File: config.mk
export PLATFORM = sky130hd
export DESIGN_NAME = conv_accumulator
export DESIGN_NICKNAME = d
export VERILOG_FILES = /design/src/rtl/lenet_pkg.sv /design/src/rtl/sat_relu.sv /design/src/rtl/conv_accumulator.sv
export SDC_FILE = /design/constraint.sdc
export NUM_CORES = 1
export LEC_CHECK = 0
export CAP_MARGIN = 5
export CORE_UTILIZATION = 45
export DETAILED_ROUTE_END_ITERATION = 16
export PLACE_DENSITY = 0.66
export SYNTH_ARGS = -nofsm -noshare
export SYNTH_HDL_FRONTEND = slang
export SYNTH_SLANG_ARGS = --single-unit
File: constraint.sdc
create_clock -name clk -period 8.15 [get_ports clk]
set_input_delay 1.63 -clock clk [delete_from_list [all_inputs] [get_ports clk]]
set_output_delay 1.63 -clock clk [all_outputs]
set_load 0.01 [all_outputs]
File: src/rtl/lenet_pkg.sv
// rtl/lenet_pkg.sv - shared Q4.12 constants and FSM state encoding for the LeNet-5 datapath
package lenet_pkg;

  localparam int FRAC_BITS = 12;
  localparam logic signed [15:0] Q_MAX = 16'sh7FFF;
  localparam logic signed [15:0] Q_MIN = 16'sh8000;

  typedef enum logic [2:0] {
    IDLE  = 3'b001,
    ACCUM = 3'b010,
    HOLD  = 3'b100
  } state_t;

endpackage

File: src/rtl/sat_relu.sv
// rtl/sat_relu.sv - clamp a wide signed Q.12 accumulator to Q4.12 with optional ReLU
module sat_relu
  import lenet_pkg::*;
#(
  parameter int IN_W    = 32,
  parameter int OUT_W   = 16,
  parameter bit RELU_EN = 1'b1
) (
  input  logic signed [IN_W-1:0]  acc_in,
  output logic signed [OUT_W-1:0] result_out
);

  // Bounds are the Q4.12 limits sign-extended to the accumulator width
  localparam logic signed [IN_W-1:0] HI = IN_W'(Q_MAX);
  localparam logic signed [IN_W-1:0] LO = IN_W'(Q_MIN);

  always_comb begin
    if (RELU_EN && (acc_in < 0)) begin
      result_out = '0;
    end else if (acc_in > HI) begin
      result_out = HI[OUT_W-1:0];
    end else if (acc_in < LO) begin
      result_out = LO[OUT_W-1:0];
    end else begin
      result_out = acc_in[OUT_W-1:0];
    end
  end

endmodule

File: src/rtl/conv_accumulator.sv
// rtl/conv_accumulator.sv - sums KERNEL_SIZE Q4.12 products plus bias per window, saturates, hands off
module conv_accumulator
  import lenet_pkg::*;
#(
  parameter int DATA_WIDTH  = 16,
  parameter int ACC_WIDTH   = 32,
  parameter int KERNEL_SIZE = 25,
  parameter bit RELU_EN     = 1'b1
) (
  input  logic                         clk,
  input  logic                         rst,
  input  logic                         in_valid,
  output logic                         in_ready,
  input  logic signed [DATA_WIDTH-1:0] product_in,
  input  logic signed [DATA_WIDTH-1:0] bias_in,
  output logic                         out_valid,
  input  logic                         out_ready,
  output logic signed [DATA_WIDTH-1:0] result,
  output logic                         busy
);

  localparam logic [7:0] LAST_IDX = 8'(KERNEL_SIZE - 1);

  state_t                        state_q, state_d;
  logic signed [ACC_WIDTH-1:0]   acc_q, acc_d;
  logic [7:0]                    count_q, count_d;
  logic signed [DATA_WIDTH-1:0]  result_q, result_d;
  logic signed [DATA_WIDTH-1:0]  sat_out;
  logic                          accept;

  // Gated by rst so nothing is advertised while reset is held
  assign in_ready  = !rst && ((state_q == IDLE) || (state_q == ACCUM));
  assign accept    = in_valid && in_ready;
  assign out_valid = (state_q == HOLD);
  assign busy      = (state_q == ACCUM);
  assign result    = result_q;

  always_comb begin
    acc_d   = acc_q;
    count_d = count_q;
    case (state_q)
      IDLE: if (accept) begin
        acc_d   = ACC_WIDTH'(product_in) + ACC_WIDTH'(bias_in);
        count_d = 8'd1;
      end
      ACCUM: if (accept) begin
        acc_d   = acc_q + ACC_WIDTH'(product_in);
        count_d = count_q + 8'd1;
      end
      HOLD: if (out_ready) begin
        acc_d   = '0;
        count_d = '0;
      end
      default: begin
        acc_d   = '0;
        count_d = '0;
      end
    endcase
  end

  // The saturator sees the next accumulator value so the result is captured on HOLD entry
  sat_relu #(
    .IN_W    (ACC_WIDTH),
    .OUT_W   (DATA_WIDTH),
    .RELU_EN (RELU_EN)
  ) u_sat_relu (
    .acc_in     (acc_d),
    .result_out (sat_out)
  );

  always_comb begin
    state_d  = state_q;
    result_d = result_q;
    case (state_q)
      IDLE: if (accept) begin
        if (KERNEL_SIZE == 1) begin
          state_d  = HOLD;
          result_d = sat_out;
        end else begin
          state_d = ACCUM;
        end
      end
      ACCUM: if (accept && (count_q == LAST_IDX)) begin
        state_d  = HOLD;
        result_d = sat_out;
      end
      HOLD: if (out_ready) begin
        state_d = IDLE;
      end
      default: state_d = IDLE;
    endcase
  end

  always_ff @(posedge clk or posedge rst) begin
    if (rst) begin
      state_q  <= IDLE;
      acc_q    <= '0;
      count_q  <= '0;
      result_q <= '0;
    end else begin
      state_q  <= state_d;
      acc_q    <= acc_d;
      count_q  <= count_d;
      result_q <= result_d;
    end
  end

endmodule
==> summary.md <==
| Metric | Value |
|---|---|
| Vias per cell | 6.23 |
| EDFF count, synth | 0 |
| Initial antenna violation count | 0 |
| Vias | about 5300 |
| DP Area | about 6000 um2 |
| Final setup vio count | 0 |
| Total negative slack | 0 ns |
| FFs w/ async S/R, synth | 1.00 |
| Sequential cell area | 1480 um2 |
| Top Ports | 55 |
| Initial DRC Count | 440 |
| Postcts setup bufs | 0 |
| Status | completed |
| Mux contribution to synthesized area | 0.00393 |
| Pwr Total | 1280 uW |
| Sequential area share after synthesis | 0.273 |
| Cells after synthesis | between 600 and 700 |
| Final critical-path share of the clock period | 0.747 |
| Residual DRC | 0 |
| Root buffer cell | clkbuf_16 |
| # rows | 39 |
| Crit Path Class | input port to register |
| Max VDD drop | 91.9 uV |
| Largest family of logic cells by synthesized area | compound AO/OA/AOI/OAI gates |
| Die Area | 12500 um2 |
| Worst Setup EP | result[14] |
| Worst-Margin Slew | 1.14 ns |
| Syn nets | roughly 760 |
| Resize count post-CTS | 0 |
| CTS sink cnt | 59 |
| Synth Area in Compound Gates | 0.303 |
| Max clock buf depth | 2 |
| Reg2reg start | acc_q[0] |
| Syn Area/Cell | 8.08 um2 |
| #FFs+latches synth | 59 |
| Worst-Skew Late Latency | 0.33 ns |
| GRT overflow | 0 |
| Chip height | 112 um |
| Layout net count | 796 |
| First-pass GRT wire length | 25900 um |
| Slew margin rel. | 0.232 |
| CP Capture Type | register |
| Crit path max fanout | 18 |
| Chip width | 112 um |
| Critical path arrival | around 6.3 ns |
| Worst R2R End | result[14] |
| Clock-pin slew on the worst setup and hold paths | 0.06 ns |
| Initial core utilization | 0.468 |
| TritonCTS clock tree | done |
| Number of H-tree levels | 3 |
| Slew Limit Fails | 0 |
| Clock skew | 0.0133 ns |
| Commonest non-fill, non-tap cells in the layout | a21oi_1 (71), dfrtp_1 (58), nand2_1 (55) |
| Syn-to-layout area delta | 17.3% |
| Cells on worst reg2reg path | 13 |
| Multi-input gate area | 3670 um2 |
| CP startpoint | product_in[15] |
| GRT Total Usage | 0.265 |
| CTS Hold Bufs | 0 |
| DP HPWL | 12300 um |
| Worst setup SP type | input port |
| DRT antenna net count | 0 |
| Post-layout instance area | 6350 um2 |
| Power density cells | between 200 and 250 nW/um2 |
| WL final | about 16000 um |
| Share of layout cells above drive strength 1 | 0.0714 |
| CTS Buf Count | 9 |
| Final Hold Fails | 0 |
| XOR/XNOR Fraction of Synth Area | 0.0534 |
| RSZ-0062 raised after global routing | false |
| Hold Startpoint | count_q[7] |
| Fillers | 1104 |
| Synth cell types | 75 |
| Cell Count Post-Placement | 841 |
| Core box area | 11600 um2 |
| Synth Area in Adders | 0.121 |
| Primary FF master, synth | dfrtp_1 |
| Gpl congestion | 0.994 |
| Drt wl/cell | 18.9 um |
| Mapped cell area | 5420 um2 |
| Pin count of the biggest net entering global routing | 40 |
| ANT cells | 0 |
| WP data required | around 8.3 ns |
| Minimum clock period | 6.09 ns |
| Final Core Density | 0.549 |
| Max-cap check violation count | 0 |
| Number of global-route vias before repair | ~5100 |
| Yosys warns | 0 |
| Lkg Pwr | roughly 0.0029 uW |
| Post-Layout Cell Count | 857 |
| HP Class | register to register |
| Port bufs | 54 |
| Most common cell after layout, fill and taps aside | a21oi_1 |
| Flop2flop setup slack | 3.52 ns |
| Max Clk Rate | 164 MHz |
| Drt first pass iters | 7 |
| Post-Synth Simple-Gate Area | 0.195 |
==> cell type report <==
cell class / count / area share
clock inverter: 7 / 0.0128
inverter: 38 / 0.0225
multi-input combinational: 542 / 0.577
clock buffer: 9 / 0.0355
timing repair buffer: 59 / 0.0910
tap: 143 / 0.0282
sequential: 59 / 0.233
==> where the power goes <==
part	total, uW	switching (uW)	internal (uW)
logic	533	324	209
clock network	395	154	241
registers	352	25.7	326
total	1280	503	777
==> worst min path at each step <==
stage / endpoint / slack (ns) / depth (start not counted)
2_1_floorplan: count_q[7] / 0.44 / 1
3_3_place_gp: count_q[7] / 0.46 / 1
3_5_place_dp: result[15] / 0.48 / 1
4_1_cts: count_q[7] / 0.50 / 1
5_1_grt: count_q[7] / 0.53 / 1
6_report: count_q[7] / 0.50 / 1
==> state kept, by name, indices dropped and copies added, names as in the netlist <==
| register | cells |
|---|---|
| state_q | 3 |
| count_q | 8 |
| acc_q | 32 |
| result | 16 |
==> metal layers <==
metal  GRT usage  vias up  part of all wire  wire (um)
met1       0.336     2540              0.43       6940
met3      0.0376       41             0.058        929
met5           0        -                 0          0
li1            -     2563                 -          -
met4       0.112        0             0.033        537
met2       0.451      193              0.48       7740
==> per-stage QoR <==
stage,hold slack (ns),worst slack (ns)
CTS,0.502,2.15
floorplan,0.443,3.40
detailed placement,0.482,1.81
finish,0.497,2.06
global route,0.533,1.80
global placement,0.465,1.87
==> synth_stat cells (3+ instances only) <==
cell	count	area, um2
a211oi_1	9	67.6
a21boi_0	3	22.5
a21o_1	19	143
a21oi_1	71	355
a21oi_2	10	87.6
a221oi_1	5	43.8
a22oi_1	6	45.0
a31oi_1	12	75.1
and2_1	4	25.0
and3_1	7	43.8
clkbuf_1	27	101
dfrtp_1	58	1450
ha_1	49	613
inv_1	37	139
nand2_1	55	206
nand2b_1	7	43.8
nand3_1	15	75.1
nand4_1	13	81.3
nor2_1	45	169
nor2b_1	4	25.0
nor3_1	13	65.1
nor3b_1	3	22.5
nor4_1	3	18.8
o211ai_1	13	97.6
o21a_1	14	105
o21ai_0	50	250
o21bai_1	4	30.0
o22ai_1	7	43.8
o31ai_1	5	37.5
o32ai_1	3	26.3
or2_2	5	31.3
or3_1	8	50.1
or3b_2	3	26.3
xnor2_1	20	175
xor2_1	13	114
==> kinds of logic after synthesis <==
| logic type | after synthesis |
|---|---|
| adder cells (fa/ha/maj) | 51 |
| buffers and inverters | 69 |
| AND/OR/NAND/NOR | 202 |
| AO/OA/AOI/OAI | 254 |
| multiplexers | 2 |
| flip-flops | 59 |
| XOR/XNOR | 33 |
==> worst max-delay path: stages <==
cell and delay, ns:
clkdlybuf4s50_1 0.89, ha_1 0.65, a21oi_1 0.31, o211ai_1 0.14, a21oi_1 0.44, nand2b_1 0.19
nor4bb_1 0.28, xor2_1 0.23, o211a_1 0.16, nand4_1 0.14, nor4_4 1.02, a21oi_1 0.17
No activity file was read; power rests on OpenSTA's default activity.
